==> src/rtl/toaplan2_pcm_arb.sv <==
// Two-requester ADPCM ROM arbiter with a one-byte cache per requester over a shared SDRAM slot.
// Miss-to-hit takes 3 cycles with a zero-wait ROM. A fetch that waits TMO cycles is abandoned and sets TIMEOUT.
module toaplan2_pcm_arb #(
  parameter logic [19:0] OFFSET1 = 20'h40000,
  parameter logic [7:0]  TMO     = 8'd255
) (
  input  logic        CLK96,
  input  logic        RESET96,
  input  logic        CS0,
  input  logic        CS1,
  input  logic [17:0] A0,
  input  logic [17:0] A1,
  input  logic [1:0]  BANK0,
  input  logic [1:0]  BANK1,
  output logic [7:0]  DATA0,
  output logic [7:0]  DATA1,
  output logic        OK0,
  output logic        OK1,
  output logic        PCM_CS,
  output logic [19:0] PCM_ADDR,
  input  logic [7:0]  PCM_DOUT,
  input  logic        PCM_OK,
  output logic        TIMEOUT
);

  typedef enum logic [1:0] {IDLE, ISSUE, WAIT} state_t;

  state_t      state, state_nx;
  logic [19:0] fa0, fa1;
  logic [19:0] tag0, tag1;
  logic [7:0]  dat0, dat1;
  logic        vld0, vld1;
  logic        hit0, hit1, pend0, pend1;
  logic        last, gnt;
  logic [7:0]  wait_cnt;
  logic        grant_go, grant_sel, fill_go, abort_go;

  assign fa0 = {BANK0, A0};
  assign fa1 = {BANK1, A1} + OFFSET1;

  // Tag holds the full 20-bit address, so a bank switch simply misses.
  assign hit0  = vld0 && (tag0 == fa0);
  assign hit1  = vld1 && (tag1 == fa1);
  assign pend0 = CS0 && !hit0;
  assign pend1 = CS1 && !hit1;

  assign OK0   = hit0;
  assign OK1   = hit1;
  assign DATA0 = dat0;
  assign DATA1 = dat1;

  always_comb begin
    state_nx  = state;
    grant_go  = 1'b0;
    grant_sel = 1'b0;
    fill_go   = 1'b0;
    abort_go  = 1'b0;
    case (state)
      IDLE: begin
        if (pend0 || pend1) begin
          grant_go  = 1'b1;
          grant_sel = (pend0 && pend1) ? ~last : pend1;
          state_nx  = ISSUE;
        end
      end
      // PCM_OK may still reflect the previous address here, so it is ignored.
      ISSUE: state_nx = WAIT;
      WAIT: begin
        if (PCM_OK) begin
          fill_go  = 1'b1;
          state_nx = IDLE;
        end else if (wait_cnt == TMO - 8'd1) begin
          abort_go = 1'b1;
          state_nx = IDLE;
        end
      end
      default: state_nx = IDLE;
    endcase
  end

  always_ff @(posedge CLK96) begin
    if (RESET96) begin
      state    <= IDLE;
      PCM_CS   <= 1'b0;
      PCM_ADDR <= 20'd0;
      gnt      <= 1'b0;
      last     <= 1'b1;
      wait_cnt <= 8'd0;
      TIMEOUT  <= 1'b0;
      vld0     <= 1'b0;
      vld1     <= 1'b0;
      tag0     <= 20'd0;
      tag1     <= 20'd0;
      dat0     <= 8'd0;
      dat1     <= 8'd0;
    end else begin
      state <= state_nx;
      if (grant_go) begin
        PCM_CS   <= 1'b1;
        PCM_ADDR <= grant_sel ? fa1 : fa0;
        gnt      <= grant_sel;
        last     <= grant_sel;
      end
      if (state == ISSUE)
        wait_cnt <= 8'd0;
      else if (state == WAIT)
        wait_cnt <= wait_cnt + 8'd1;
      // The fill uses the latched address, even if the requester has moved on.
      if (fill_go) begin
        PCM_CS <= 1'b0;
        if (gnt) begin
          vld1 <= 1'b1;
          tag1 <= PCM_ADDR;
          dat1 <= PCM_DOUT;
        end else begin
          vld0 <= 1'b1;
          tag0 <= PCM_ADDR;
          dat0 <= PCM_DOUT;
        end
      end
      if (abort_go) begin
        PCM_CS  <= 1'b0;
        TIMEOUT <= 1'b1;
      end
    end
  end

endmodule

==> config.mk <==
export PLATFORM = sky130hd
export DESIGN_NAME = toaplan2_pcm_arb
export DESIGN_NICKNAME = d
export VERILOG_FILES = /design/src/rtl/toaplan2_pcm_arb.sv
export SDC_FILE = /design/constraint.sdc
export NUM_CORES = 1
export LEC_CHECK = 0
export ABC_CLOCK_PERIOD_IN_PS = 2500
export CAP_MARGIN = 10
export CORE_ASPECT_RATIO = 0.75
export CORE_UTILIZATION = 45
export CTS_CLUSTER_SIZE = 24
export DETAILED_ROUTE_END_ITERATION = 10
export PLACE_DENSITY_LB_ADDON = 0.25
export SLEW_MARGIN = 20
export SYNTH_ARGS = -nofsm -noshare
export SYNTH_HDL_FRONTEND = slang
export SYNTH_SLANG_ARGS = --single-unit
==> constraint.sdc <==
create_clock -name CLK96 -period 2.5 [get_ports CLK96]
set_input_delay 0.75 -clock CLK96 [delete_from_list [all_inputs] [get_ports CLK96]]
set_output_delay 0.75 -clock CLK96 [all_outputs]
set_load 0.02 [all_outputs]
Word-level counts from Yosys, hierarchy flattened

Index checks and enable logic that the tools add are counted.

Flip-flop bits (word level): 92
Bits of input ports: 53
Output and inout port bits: 40

Add/subtract/negate cells: 2
Equal/unequal tests: 7
Multiplexer cells: 15
Bitwise operators: 2
Reductions and logical operators: 14

Operators with widths:

| operator                 | count |
|---|---|
| $eq A20 B20 Y1           | 2 |
| $add A20 B19 Y20 const B | 1 |
| $mux W20                 | 1 |
| $mux W1                  | 10 |
| $add A8 B1 Y8 const B    | 1 |
| $eq A8 B8 Y1 const B     | 1 |
| $mux W2                  | 3 |
| $pmux W2 S3              | 1 |
| $reduce_and A2 Y1        | 3 |
| $logic_and A1 B1 Y1      | 5 |
| $ne A3 B3 Y1 const B     | 1 |
| $reduce_or A3 Y1         | 1 |
| $eq A2 B1 Y1 const B     | 1 |
| $eq A2 B2 Y1 const B     | 1 |
| $logic_not A1 Y1         | 2 |
| $logic_not A2 Y1         | 1 |
| $ne A2 B2 Y1 const B     | 1 |
| $not A1 Y1               | 2 |
| $reduce_or A2 Y1         | 1 |
| $logic_or A1 B1 Y1       | 1 |

Longest topological paths before layout

Gate-level depths: netlist of run 1.

Depth in word-level cells: 10
Gate-level depth with buffers: 8
Depth with buffers taken out: 7

Worst setup path before layout of run 1

No wires, ideal clock.

Kind: input-to-reg
Start point: input A0[10]
End point: register PCM_ADDR[10]
Data arrival time: 2,358 ps
Path slack: -1 ps
Stages on the path: 8
Path buffers: 1
Path through: xor2_1 -> nor4_1 -> and3_2 -> a41oi_4 -> a211oi_4 -> buf_6 -> mux2i_1 -> a211oi_2

Word-level cells in the longest chain between the ends: 9
Elaborated cells between the ends (all ways): 12

Ends and longest elaborated chain:

| what                 | line | text |
|---|---|---|
| from (decl)          | 11   | `input logic [17:0] A0,` |
| $eq A20 B20 Y1       | 42   | `assign hit0 = vld0 && (tag0 == fa0);` |
| $logic_and A1 B1 Y1  | 42   |  |
| $logic_not A1 Y1     | 44   | `assign pend0 = CS0 && !hit0;` |
| $logic_and A1 B1 Y1  | 44   |  |
| $logic_and A1 B1 Y1  | 62   | `grant_sel = (pend0 && pend1) ? ~last : pend1;` |
| $mux W1              | 62   |  |
| $mux W1              | 60   | `if (pend0 \|\| pend1) begin` |
| $mux W1              | 58   | `case (state)` |
| $mux W20             | 100  | `PCM_ADDR <= grant_sel ? fa1 : fa0;` |
| to (signal assigned) | 100  |  |
| to (decl)            | 20   | `output logic [19:0] PCM_ADDR,` |

Several ways; a longest one is shown, not always the timed one.
A chain may end at the register's enable or synchronous reset.

Final worst setup path of run 1

Start point: input A1[4]
End point: output OK1

Word-level cells in the longest chain between the ends: 3

Ends and longest elaborated chain:

| what                | line | text |
|---|---|---|
| from (decl)         | 12   | `input logic [17:0] A1,` |
| $add A20 B19 Y20    | 39   | `assign fa1 = {BANK1, A1} + OFFSET1;` |
| $eq A20 B20 Y1      | 43   | `assign hit1 = vld1 && (tag1 == fa1);` |
| $logic_and A1 B1 Y1 | 43   |  |
| to (decl)           | 18   | `output logic OK1,` |

Every way passes these cells.

==> results.toml, run 1 <==
[timing]
final_max_slew_viol_count = 0
worst_pin_slew_ns = 0.638
max_freq_ghz = 0.387
finalHoldViolCount = 0
setup-violations-final = 7
period_needed_ns = 2.58
skew_ns = 0.00507
setup_ws_ns = -0.0846
rsz0062_at_grt = "true"
relSlewSlack_pct = 57.5
finalCritPeriodShare_pct = 103
whs_ns = 0.461

[layout]
antenna_cells = 0
area_growth_pct = 40.0
final_cell_mix = "nand2_1, dfxtp_1, a21oi_1"
utilization_pct = 65.7
layout-drive-gt1-share_pct = 21.2
fill_cells = 689
nNetsFinal = 630
register_area_sq_mm = 0.00184
multi_input_area_sq_mm = 0.00224
layout_commonest_cell = "nand2_1"

[yosys]
syn_inst = 470
synth_top_cell_by_area = "dfxtp_1"
syn_nets = 525
ys_types = 42
seq_area_frac_synth_pct = 45.9
synth_area_per_cell_sq_um = 8.55
synth_enable_flop_cells = 0
netlist.area_leader.share_pct = 45.9
async_flop_share_pct = 0
syn_area_sq_mm = 0.00402
ys_ff_latch = 92
synthFlopType = "dfxtp_1"
yosys_warnings = 0
synth.area.top_cells = "dfxtp_1, nand2_1, a21oi_1, xnor2_1, mux2i_1"

[critical_path]
end_kind = "output port"
start_kind = "primary input"
cp_max_fo = 2
worstPathArrival_ns = 1.83
cp.required_ns = 1.75
rrSetupSlack_ns = 0.15
cp-startpoint = "A1[4]"
worstReg2RegStart = "tag0[8]$_SDFFE_PP0P_"
worstSetupPathType = "primary input to output port"

[global_route]
grt.overflow.total = 0
antenna_found_initial = 0
grt_start_max_net_pins = 48
met2_usage_pct = 39.9
top_usage_layer = "met2"
grt_usage_pct = 24.5
grt_pass1_wl_um = 17500
gr-usage-met3_pct = 6.46
grt_pass1_vias = 3509
grt.met1_usage_pct = 31.9

[floorplan]
rows = 29
core_area_sq_mm = 0.00856
io_pins = 93
start_util_pct = 46.9
die-area_sq_mm = 0.00931
fp.dieW_um = 111
die_height_um = 83.8

[drt]
wl_per_cell_um = 15.9
ant_nets = 0
finalWirelength_um = 10900
drc = 6
via_per_inst = 5.24
drtPass1Iterations = 8
first_iter_violations = 225
num_vias = 3597

[worst_hold_path]
min-delay-start = "DATA0[4]$_SDFFE_PP0P_"
hold_path_class = "register to register"

[placement]
dpl.hpwl_um = 7200
place_congestion = 0.801
io_buffers = 92
dp_slack_ns = -1.02

[clocking]
cts_tree = "done"
clkLatencyLatePin_ns = 0.34
root_buffer = "clkbuf_16"
numCtsBuffers = 9
clk_pin_slew_worst_paths_ns = 0.06
clock_sinks = 92
clk_path_buf_depth = 2
htree_levels = 3

[power]
leakage_nw = 2.05
ir_drop_mv = 0.338
p_per_area_mw_per_mm2 = 629
finalPower_mw = 3.54

[outcome]
violations = "design-rule violations, negative setup slack"
outcome = "finished with violations"

[run]
max_cap_violations = 0
per-stage QoR:
stage / instance area (sq um) / TNS [ns] / instances
2_1_floorplan: 4020 / 0 / 470
3_3_place_gp: 5180 / -15.93 / 666
3_5_place_dp: 5180 / -15.68 / 666
4_1_cts: 5570 / -0.143 / 683
5_1_grt: 5620 / -1.39 / 687
6_report: 5620 / -0.185 / 687
state kept, by name (all words and copies together) (netlist names), 2 cells and up:
signal,count
state,2
tag0,20
tag1,20
PCM_ADDR,20
DATA1,8
DATA0,8
wait_cnt,8
cells in the mapped netlist (all sizes together) (2+ instances only):
master,n
nor2,40
o21ai,3
a211oi,20
nor3,2
xnor2,29
a21oi,60
mux2i,19
nor3b,2
nand2b,2
dfxtp,92
inv,3
nand2,118
xor2,17
or3,2
buf,5
clkbuf,24
and3,2
nor4,3
ha,2
nor2b,2
nand3,3
nand4,9
critical path, cell delays in order:
cell	delay (ns)
clkdlybuf4s15_2	0.22
xnor2_2	0.22
nand4_1	0.18
nor2_1	0.17
and2_4	0.17
buf_6	0.11
where the power goes:
group / switching, mW / leakage, nW / internal, mW
sequential: 0.0618 / 0.748 / 1.53
clock: 0.541 / 0.140 / 0.796
combinational: 0.313 / 1.16 / 0.297
total: 0.917 / 2.05 / 2.62
final timing paths:
kind                         endpoint  depth (start not counted)
min reg2reg     DATA0[4]$_SDFFE_PP0P_                          2
max                               OK1                          6
min             DATA0[4]$_SDFFE_PP0P_                          2
max reg2reg  PCM_ADDR[2]$_SDFFE_PP0P_                         11
area by class of cell:
cell class              count  share of cell area, %
clock buffers              13                   4.45
clock inverters             2                  0.623
inverters                   3                  0.200
multi-input cells         346                   39.9
flip-flops and latches     92                   32.7
well taps                 108                   2.40
repair buffers            123                   19.7
cells by family (layout without fill, tap and decap cells):
kind of cell / Yosys count / count (layout) / share of synthesized area (%)
and+or+nand+nor: 189 / 189 / 20.2
DFF: 92 / 92 / 45.9
AOI/OAI and AO/OA: 90 / 90 / 15.0
xor gates and xnor gates: 46 / 46 / 10.0
buffers and inverters: 32 / 141 / 3.49
muxes: 19 / 19 / 4.74
adders and majority gates: 2 / 2 / 0.623
repair_timing:
item,4_1_cts,5_1_grt
resized for setup,148,35
endpoints found under the setup margin,25,22
hold buffers,0,0
pin swaps,36,34
setup buffers,2,4
metal layers:
metal	part of all wire (%)	vias to the layer above
li1	-	1772
met1	45	1705
met2	48	108
met3	5.6	12
met4	1.4	0
met5	0	-
Power figures use the tool's default switching activity.
==> inputs of run 2 (changes only) <==
- CAP_MARGIN: 10 -> unset
- PLACE_DENSITY_LB_ADDON: 0.25 -> 0.3
==> run 2 against run 1 <==
  * The run still ends with design-rule violations, negative setup slack left
  * Global-route usage is 0.52 points lower
  * Sequential cell count stayed put
  * Count of clock-buffer cells in the layout stayed put
  * Total power is 0.45% lower
  * Critical path depth stayed put
  * Final area is 2.3% higher
  * Die area stayed put
  * Largest power group unchanged
==> results.toml, run 2 (same netlist as run 1, synthesis figures left out) <==
[global_route]
grt_pass1_vias = 3599
grt_usage_pct = 24.0
antenna_found_initial = 0
grt_pass1_wl_um = 17400
grt.overflow.total = 0
grt_start_max_net_pins = 40

[floorplan]
io_pins = 93
fp.dieW_um = 111
rows = 29
die_height_um = 83.8
start_util_pct = 46.9
die-area_sq_mm = 0.00931
core_area_sq_mm = 0.00856

[clocking]
cts_tree = "done"
clock_sinks = 92
clk_path_buf_depth = 2
numCtsBuffers = 9
clk_pin_slew_worst_paths_ns = 0.06
htree_levels = 3
clkLatencyLatePin_ns = 0.34
root_buffer = "clkbuf_16"

[timing]
finalHoldViolCount = 0
worst_pin_slew_ns = 0.645
whs_ns = 0.455
skew_ns = 0.00865
relSlewSlack_pct = 57.0
finalCritPeriodShare_pct = 104
final_max_slew_viol_count = 0
period_needed_ns = 2.60
setup_ws_ns = -0.0952
setup-violations-final = 2
rsz0062_at_grt = "true"
max_freq_ghz = 0.385

[layout]
area_growth_pct = 43.3
utilization_pct = 67.2
layout_commonest_cell = "nand2_1"
largest_registers = "PCM_ADDR (20), tag0 (20), tag1 (20)"
layout-drive-gt1-share_pct = 22.9
final_area_sq_mm = 0.00576
final_cell_mix = "nand2_1, dfxtp_1, a21oi_1"
nNetsFinal = 631
fin_cells = 689
antenna_cells = 0

[placement]
dp_cells = 666
dpl_cell_area_sq_mm = 0.00520
place_congestion = 0.806
io_buffers = 92
dpl.hpwl_um = 7400

[critical_path]
max_stage_delay_ns = 0.26
cp_slowest_cell = "nor4_2"
worstSetupPathType = "primary input to output port"
start_kind = "primary input"
path_cells = "buf_6 -> xor2_2 -> nor4_2 -> and3_4 -> and4_4 -> buf_6"
cp.required_ns = 1.75
cp_num_buf_inv = 2
worstPathArrival_ns = 1.85
end_kind = "output port"
critPathTopFamily = "simple AND/OR/NAND/NOR gates"
crit_path_frequent_cell = "buf_6"
cp_max_fo = 2

[drt]
finalWirelength_um = 11300
via_per_inst = 5.27
wl_per_cell_um = 16.4
ant_nets = 0
first_iter_violations = 214
num_vias = 3634
drtPass1Iterations = 7
drc = 4

[outcome]
outcome = "finished with violations"
violations = "design-rule violations, negative setup slack"

[power]
leakage_nw = 2.10
ir_drop_mv = 0.472
p_per_area_mw_per_mm2 = 612

[run]
max_cap_violations = 0

[worst_hold_path]
hold_path_class = "register to register"
run 2: cell types whose count changed in the layout (fill, tap and decap cells not counted), moves of 2 or more:
cell,previous run,this run
nor2_2,2,4
buf_12,4,6
mux2i_4,0,2
buf_2,14,16
nor2_1,38,36
dlygate4sd2_1,6,10
clkbuf_2,8,3
mux2i_1,17,15
clkdlybuf4s15_1,3,0
buf_6,11,15
xnor2_1,13,11
buf_4,26,22
run 2: power by group:
group	switching (mW)	total [mW]	leakage (nW)	internal [mW]
Clock	0.550	1.28	0.136	0.729
Combinational	0.331	0.653	1.22	0.322
Sequential	0.0618	1.59	0.748	1.53
Total	0.943	3.52	2.10	2.58
run 2: final cells by class:
class	count	area, sq um
Sequential cell	92	1840
Inverter	3	11.3
Timing Repair Buffer	124	1170
Tap cell	108	135
Fill cell	648	2810
Clock inverter	3	21.3
Multi-Input combinational cell	346	2320
Clock buffer	13	260
run 2: worst reg2reg max path: stages (launching register included):
cell	delay [ns]
dfxtp_1	0.34
xor2_2	0.19
nor4_2	0.26
and3_4	0.23
buf_6	0.10
a41oi_4	0.14
a211oi_4	0.29
buf_6	0.16
buf_6	0.11
buf_12	0.10
mux2i_1	0.20
a211oi_1	0.09
run 2: path summary, 6_finish.rpt:
| check | slack (ns) | endpoint | cells past startpoint | from |
|---|---|---|---|---|
| min | 0.45 | DATA0[6]$_SDFFE_PP0P_ | 2 | DATA0[6]$_SDFFE_PP0P_ |
| max reg2reg | 0.14 | PCM_ADDR[2]$_SDFFE_PP0P_ | 11 | tag0[10]$_SDFFE_PP0P_ |
| max | -0.1 | OK0 | 6 | A0[10] |
| min reg2reg | 0.45 | DATA0[6]$_SDFFE_PP0P_ | 2 | DATA0[6]$_SDFFE_PP0P_ |
run 2: what timing repair did:
item	4_1_cts	5_1_grt
cloned	0	2
buffers inserted	2	4
gates resized for setup	160	48
endpoints found under the setup margin	25	22
hold buffers	0	0
pin swaps	42	30
run 2: through the flow:
| stage | setup WS [ns] | TNS (ns) | total power [mW] |
|---|---|---|---|
| global placement | -1.01 | -15.27 | 2.21 |
| global route | -0.186 | -0.352 | 3.65 |
| detailed placement | -1.07 | -15.54 | 2.22 |
| finish | -0.0952 | -0.185 | 3.52 |
| CTS | -0.0623 | -0.106 | 3.49 |
| floorplan | 0.0285 | 0 | 1.92 |
run 2: metal layers:
layer  global-route usage (%)  routed length, um
met5                        0                  0
met4                     6.63                134
met3                     7.33                666
met2                     38.9               5410
met1                     31.0               5090
